## src/rtl/cipher_stream_packer.sv

```systemverilog
// cipher_stream_packer
// Host-side transmitter for the cipher core stream-in interface. It packs
// DW-bit host words, most significant slot first, into 128-bit blocks
// tagged with a 2-bit type. Each finished block is issued as a one-cycle
// vin pulse. ENC/DEC blocks wait for crypto_ready; KEY/IV blocks never wait.
//
// Ports
//   clk, rst      : clock, asynchronous active-high reset
//   s_valid/ready : host word handshake
//   s_type        : 00 ENC, 01 DEC, 10 KEY, 11 IV
//   s_data        : host word; the first word lands in din[127:128-DW]
//   abort         : drop any partial or pending block
//   crypto_ready  : core ready status, only consulted for ENC/DEC blocks
//   vin/tin/din   : stream-in valid pulse, type and data
//   err_type      : sticky flag, type changed mid-block; err_clr clears it
//   blk_cnt       : blocks issued, wraps modulo 2^CW
module cipher_stream_packer #(
    parameter int DW = 32,
    parameter int CW = 16
) (
    input  logic          clk,
    input  logic          rst,
    input  logic          s_valid,
    output logic          s_ready,
    input  logic [1:0]    s_type,
    input  logic [DW-1:0] s_data,
    input  logic          abort,
    input  logic          crypto_ready,
    output logic          vin,
    output logic [1:0]    tin,
    output logic [127:0]  din,
    output logic          err_type,
    input  logic          err_clr,
    output logic [CW-1:0] blk_cnt
);
    localparam int WORDS = 128 / DW;
    localparam int IW    = (WORDS > 1) ? $clog2(WORDS) : 1;
    localparam logic [IW-1:0] LAST_IDX = IW'(WORDS - 1);
    localparam logic [IW-1:0] IDX_ZERO = {IW{1'b0}};

    typedef enum logic {
        ST_FILL = 1'b0,
        ST_WAIT = 1'b1
    } state_t;

    state_t          r_state;
    logic [IW-1:0]   r_idx;
    logic [1:0]      r_type;
    logic [127:0]    r_buf;
    logic            r_ready;
    logic            r_vin;
    logic [1:0]      r_tin;
    logic [127:0]    r_din;
    logic            r_err;
    logic [CW-1:0]   r_cnt;

    logic            w_accept;
    logic            w_mismatch;
    logic [IW-1:0]   w_slot;
    logic            w_last;
    logic [1:0]      w_blk_type;
    logic            w_eligible;
    logic [127:0]    w_block;

    // Word accept decode and the block image with the incoming word merged in.
    always_comb begin
        // A word offered during abort is ignored.
        w_accept   = s_valid & r_ready & ~abort;
        w_mismatch = w_accept & (r_idx != IDX_ZERO) & (s_type != r_type);
        // A mismatching word restarts the block at slot 0.
        w_slot     = w_mismatch ? IDX_ZERO : r_idx;
        w_last     = w_accept & (w_slot == LAST_IDX);
        w_blk_type = (w_slot == IDX_ZERO) ? s_type : r_type;
        // KEY and IV (type bit 1 set) never wait for the core.
        w_eligible = w_blk_type[1] | crypto_ready;
        w_block    = r_buf;
        for (int k = 0; k < WORDS; k++) begin
            if (w_slot == IW'(k)) begin
                w_block[127 - k*DW -: DW] = s_data;
            end else begin
                w_block[127 - k*DW -: DW] = r_buf[127 - k*DW -: DW];
            end
        end
    end

    // Packer state machine with registered stream-in outputs.
    always_ff @(posedge clk or posedge rst) begin
        if (rst) begin
            r_state <= ST_FILL;
            r_idx   <= IDX_ZERO;
            r_type  <= 2'b00;
            r_buf   <= 128'd0;
            r_ready <= 1'b0;
            r_vin   <= 1'b0;
            r_tin   <= 2'b00;
            r_din   <= 128'd0;
            r_err   <= 1'b0;
            r_cnt   <= {CW{1'b0}};
        end else begin
            r_vin <= 1'b0;
            r_tin <= 2'b00;
            r_din <= 128'd0;

            // Set wins over a same-cycle clear.
            if (w_mismatch) begin
                r_err <= 1'b1;
            end else if (err_clr) begin
                r_err <= 1'b0;
            end else begin
                r_err <= r_err;
            end

            case (r_state)
                ST_FILL: begin
                    r_ready <= 1'b1;
                    if (abort) begin
                        r_idx <= IDX_ZERO;
                    end else if (w_accept) begin
                        r_buf  <= w_block;
                        r_type <= w_blk_type;
                        if (w_last) begin
                            r_idx <= IDX_ZERO;
                            if (w_eligible) begin
                                r_vin <= 1'b1;
                                r_tin <= w_blk_type;
                                r_din <= w_block;
                                r_cnt <= r_cnt + {{(CW-1){1'b0}}, 1'b1};
                            end else begin
                                r_state <= ST_WAIT;
                                r_ready <= 1'b0;
                            end
                        end else begin
                            r_idx <= w_slot + {{(IW-1){1'b0}}, 1'b1};
                        end
                    end else begin
                        r_idx <= r_idx;
                    end
                end
                ST_WAIT: begin
                    if (abort) begin
                        r_state <= ST_FILL;
                        r_ready <= 1'b1;
                    end else if (crypto_ready) begin
                        r_state <= ST_FILL;
                        r_ready <= 1'b1;
                        r_vin   <= 1'b1;
                        r_tin   <= r_type;
                        r_din   <= r_buf;
                        r_cnt   <= r_cnt + {{(CW-1){1'b0}}, 1'b1};
                    end else begin
                        r_ready <= 1'b0;
                    end
                end
                default: begin
                    r_state <= ST_FILL;
                    r_idx   <= IDX_ZERO;
                    r_ready <= 1'b1;
                end
            endcase
        end
    end

    assign s_ready  = r_ready;
    assign vin      = r_vin;
    assign tin      = r_tin;
    assign din      = r_din;
    assign err_type = r_err;
    assign blk_cnt  = r_cnt;

endmodule

```

## config.mk

```make
export PLATFORM = sky130hd
export DESIGN_NAME = cipher_stream_packer
export DESIGN_NICKNAME = d
export VERILOG_FILES = /design/src/rtl/cipher_stream_packer.sv
export SDC_FILE = /design/constraint.sdc
export NUM_CORES = 1
export LEC_CHECK = 0
export BUFFER_PORTS_ARGS = -buffer_cell sky130_fd_sc_hd__buf_2
export CORE_MARGIN = 4
export CORE_UTILIZATION = 55
export CTS_BUF_LIST = sky130_fd_sc_hd__clkbuf_16
export CTS_CLUSTER_SIZE = 8
export DETAILED_ROUTE_END_ITERATION = 10
export PLACE_DENSITY = 0.88
export SLEW_MARGIN = 30
export SYNTH_ARGS = -nofsm -noshare
export SYNTH_HDL_FRONTEND = slang
export SYNTH_SLANG_ARGS = --single-unit
```

## constraint.sdc

```tcl
create_clock -name clk -period 13.6 [get_ports clk]
set_input_delay 1.36 -clock clk [delete_from_list [all_inputs] [get_ports clk]]
set_output_delay 1.36 -clock clk [all_outputs]
set_load 0.05 [all_outputs]
```

==> flow_metrics.env <==
export IMPL_switching_share_pct=22.0
export IMPL_wl_per_cell_um=20.7
export IMPL_cp_data_arrival_time_ps=4520
export IMPL_grt_pass1_vias=6959
export IMPL_ys_seq_area_share_pct=67.7
export IMPL_grt_pass1_wl_um=38100
export IMPL_first_pass_iters=5
export IMPL_worst_slew_pin_slew_ps=900
export IMPL_synthCells=685
export IMPL_cts_tree="yes"
export IMPL_fin_setup_tns_ps=0
export IMPL_cp_required_ps=14020
export IMPL_core_mm2=0.0186
export IMPL_grt_antenna_before_repair=0
export IMPL_reg2reg_from="r_type[1]$_DFFE_PP0P_"
export IMPL_report_final_hold_viol_count=0
export IMPL_finalWeightedCongestion=0.812
export IMPL_die_w_um=146
export IMPL_drv_cap=0
export IMPL_rr_worst_depth=9
export IMPL_hold_buffers=0
export IMPL_nets=929
export IMPL_yosys_warnings=0
export IMPL_synth_fp_nets=728
export IMPL_drive_above_1_share_pct=43.6
export IMPL_clock_sinks=282
export IMPL_hold_class="flip-flop to flip-flop"
export IMPL_r2r_slack_ps=10010
export IMPL_num_rows=50
export IMPL_clock_root_buffer="clkbuf_16"
export IMPL_p_per_area_mw_per_mm2=157
export IMPL_hold_end="blk_cnt[15]$_DFFE_PP0P_"
export IMPL_avgSynthCellArea_um2=15.2
export IMPL_dr_total_vias=6424
export IMPL_cts_max_level=2
export IMPL_seqPwrFrac_pct=48.9
export IMPL_power_leakage_nw=6.61
export IMPL_routed_wl_um=23200
export IMPL_synth_top_area_cell="dfrtp_1"
export IMPL_fmax_mhz=244
export IMPL_grt_ovfl_total=0
export IMPL_final_max_slew_viol_count=0
export IMPL_ctsResizeCount=0
export IMPL_vias_per_cell=5.73
export IMPL_die_area_mm2=0.0212
export IMPL_setup_slack_ps=9510
export IMPL_finalNonFillerCells=1122
export IMPL_reg2reg_to="din[55]$_DFF_PP0_"
export IMPL_path_max_fanout=33
export IMPL_drc=0
export IMPL_dr_first_iter_drc_count=350
export IMPL_syn_area_mm2=0.0104
export IMPL_hold_path_depth=1
export IMPL_grt_max_degree=123
export IMPL_min_from="blk_cnt[15]$_DFFE_PP0P_"
export IMPL_die_h_um=146
export IMPL_switchingPower_uw=441
export IMPL_pwr_share_clk_pct=43.7
export IMPL_clkLatencyLatePin_ps=500
export IMPL_peakVddDrop_v=0.000101
export IMPL_finalSetupViolCount=0
export IMPL_clockBufferDepth=3
export IMPL_postCtsSetupBuffers=0
export IMPL_p_int_mw=1.56
export IMPL_status="finished clean"
export IMPL_start_kind="primary input"
export IMPL_synth_ff_latch_count=282
export IMPL_fin_crit_ps=4090
export IMPL_cts_buffers=41
export IMPL_p_comb_share_pct=7.4
export IMPL_finClkSkew_ps=13.2
export IMPL_dp_hpwl_um=14400
export IMPL_end_kind="flip-flop"
export IMPL_pre_cts_ws_ps=9000
export IMPL_post_route_period_util_pct=30.1
export IMPL_syn2layout_area_growth_pct=22.3
export IMPL_maxSlewHeadroom_pct=39.8
export IMPL_rsz0062_at_grt="no"
export IMPL_grtUsageTotal_pct=22.5
export IMPL_synthTopCellsByArea="dfrtp_1 68%, mux2_2 14%, a22o_1 8.1%"
export IMPL_crit_type="primary input to flip-flop"
export IMPL_ys_types=40
export IMPL_io_pins=189
export IMPL_dp_cells=1076
export IMPL_portBuffers=188
export IMPL_ant_nets=0
export IMPL_synth_top_area_share_pct=67.7
export IMPL_antennaDiodeCount=0
export IMPL_start_util_pct=55.9
export IMPL_path_clk_slew_ps=50
sequential cells by signal, summed over array words and instances, names as in the netlist:
signal,flops
din,128
r_buf,128
blk_cnt,16
r_idx,2
r_type,2
tin,2
err_type,1
r_state,1
s_ready,1
vin,1
routing by layer:
layer / wire, µm / global-route usage (%) / part of all wire [%] / vias up
li1: - / - / - / 2854
met1: 9040 / 27.8 / 39 / 3279
met2: 11800 / 37.9 / 51 / 235
met3: 1570 / 5.54 / 6.8 / 56
met4: 828 / 9.92 / 3.6 / 0
met5: 0 / 0 / 0 / -
power by group through the flow:
stage	clock [mW]	combinational (mW)	sequential (mW)
after global placement	0	0.140	0.982
final	0.875	0.148	0.978
after CTS	0.893	0.151	0.978
after floorplan	0	0.108	0.980
after detailed placement	0	0.149	0.989
after global routing	0.934	0.166	0.987
cell usage after synthesis:
library cell	number
or3b_1	1
nor3_1	2
nor2_1	12
mux2_2	131
o32ai_2	2
o211ai_1	1
a22o_1	96
and2_1	34
ha_1	3
a211oi_1	2
dfrtp_1	282
nand4_1	7
a2111oi_0	1
clkbuf_1	17
nand2_1	15
o21a_1	1
nand3_1	4
buf_2	16
or2_2	2
nor4_1	3
a2111oi_4	1
and3b_1	1
a211o_1	1
xor2_1	8
inv_1	8
buf_6	1
nand4bb_1	1
o21ai_0	5
nand2b_1	1
a21oi_1	3
and3_1	2
a41oi_1	1
a22oi_1	1
o22a_1	1
o22ai_1	1
buf_1	6
or2_1	1
a21o_1	1
xnor2_1	8
nand3b_1	1
worst max-delay path by stage:
stage	slack, ps	cells past startpoint	startpoint	endpoint
after floorplan	4460	1	rst	blk_cnt[0]$_DFFE_PP0P_
after global placement	9140	10	s_type[1]	din[41]$_DFF_PP0_
after detailed placement	9000	10	s_type[1]	din[41]$_DFF_PP0_
after CTS	9490	10	s_type[1]	din[55]$_DFF_PP0_
after global routing	9310	10	s_type[1]	din[41]$_DFF_PP0_
final	9510	10	s_type[1]	din[55]$_DFF_PP0_
layout by cell type (no fill, tap or decap), types with 2 or more instances in the layout:
cell and n:
nand2_2 2, a211oi_1 2, nor2_1 9, xnor2_1 8
a22o_1 96, nand2_1 13, nor3_1 2, buf_2 188
o32ai_4 2, and2_1 34, or2_2 3, mux2_2 131
nand3_1 4, ha_1 3, and3_1 2, nor2_4 3
xor2_1 8, dfrtp_1 282, buf_4 7, inv_1 7
nand4_1 7, o21ai_0 5, a21oi_1 2, buf_6 2
nor4_1 3, clkbuf_16 43
critical path: stages:
cell	delay, ps
buf_2	130
or2_2	290
a21oi_1	400
nand2b_1	220
nand2_1	90
inv_1	70
ha_1	220
nand2_2	530
nor2_4	900
a22o_1	280
metrics by stage:
| stage | total power [mW] | area [µm²] | utilization (%) | hold WS, ps |
|---|---|---|---|---|
| floorplan | 1.09 | 10400 | - | 449 |
| global placement | 1.12 | 11600 | 62.3 | 452 |
| detailed placement | 1.14 | 11600 | 62.3 | 457 |
| CTS | 2.02 | 12700 | 68.2 | 470 |
| global route | 2.09 | 12700 | 68.4 | 488 |
| finish | 2.00 | 12700 | 68.4 | 468 |
cells by family (layout without fill, tap and decap cells):
kind of cell             Yosys count  count (layout)  synth area share (%)
multiplexers                     131             131                  14.2
AND/OR/NAND/NOR                   87              87                  4.61
flip-flops                       282             282                  67.7
XOR/XNOR                          16              16                  1.34
buffers and inverters             48             251                  1.99
adder cells (fa/ha/maj)            3               3                 0.360
AO/OA/AOI/OAI                    118             118                  9.85
area by class of cell:
type	instances	area, µm²
clock inverters	2	17.5
clock buffers	43	1080
multi-input cells	355	3220
fillers	1281	5900
well taps	234	293
flip-flops and latches	282	7060
repair buffers	198	1040
inverters	8	37.5
No activity file was read; power rests on OpenSTA's default activity.
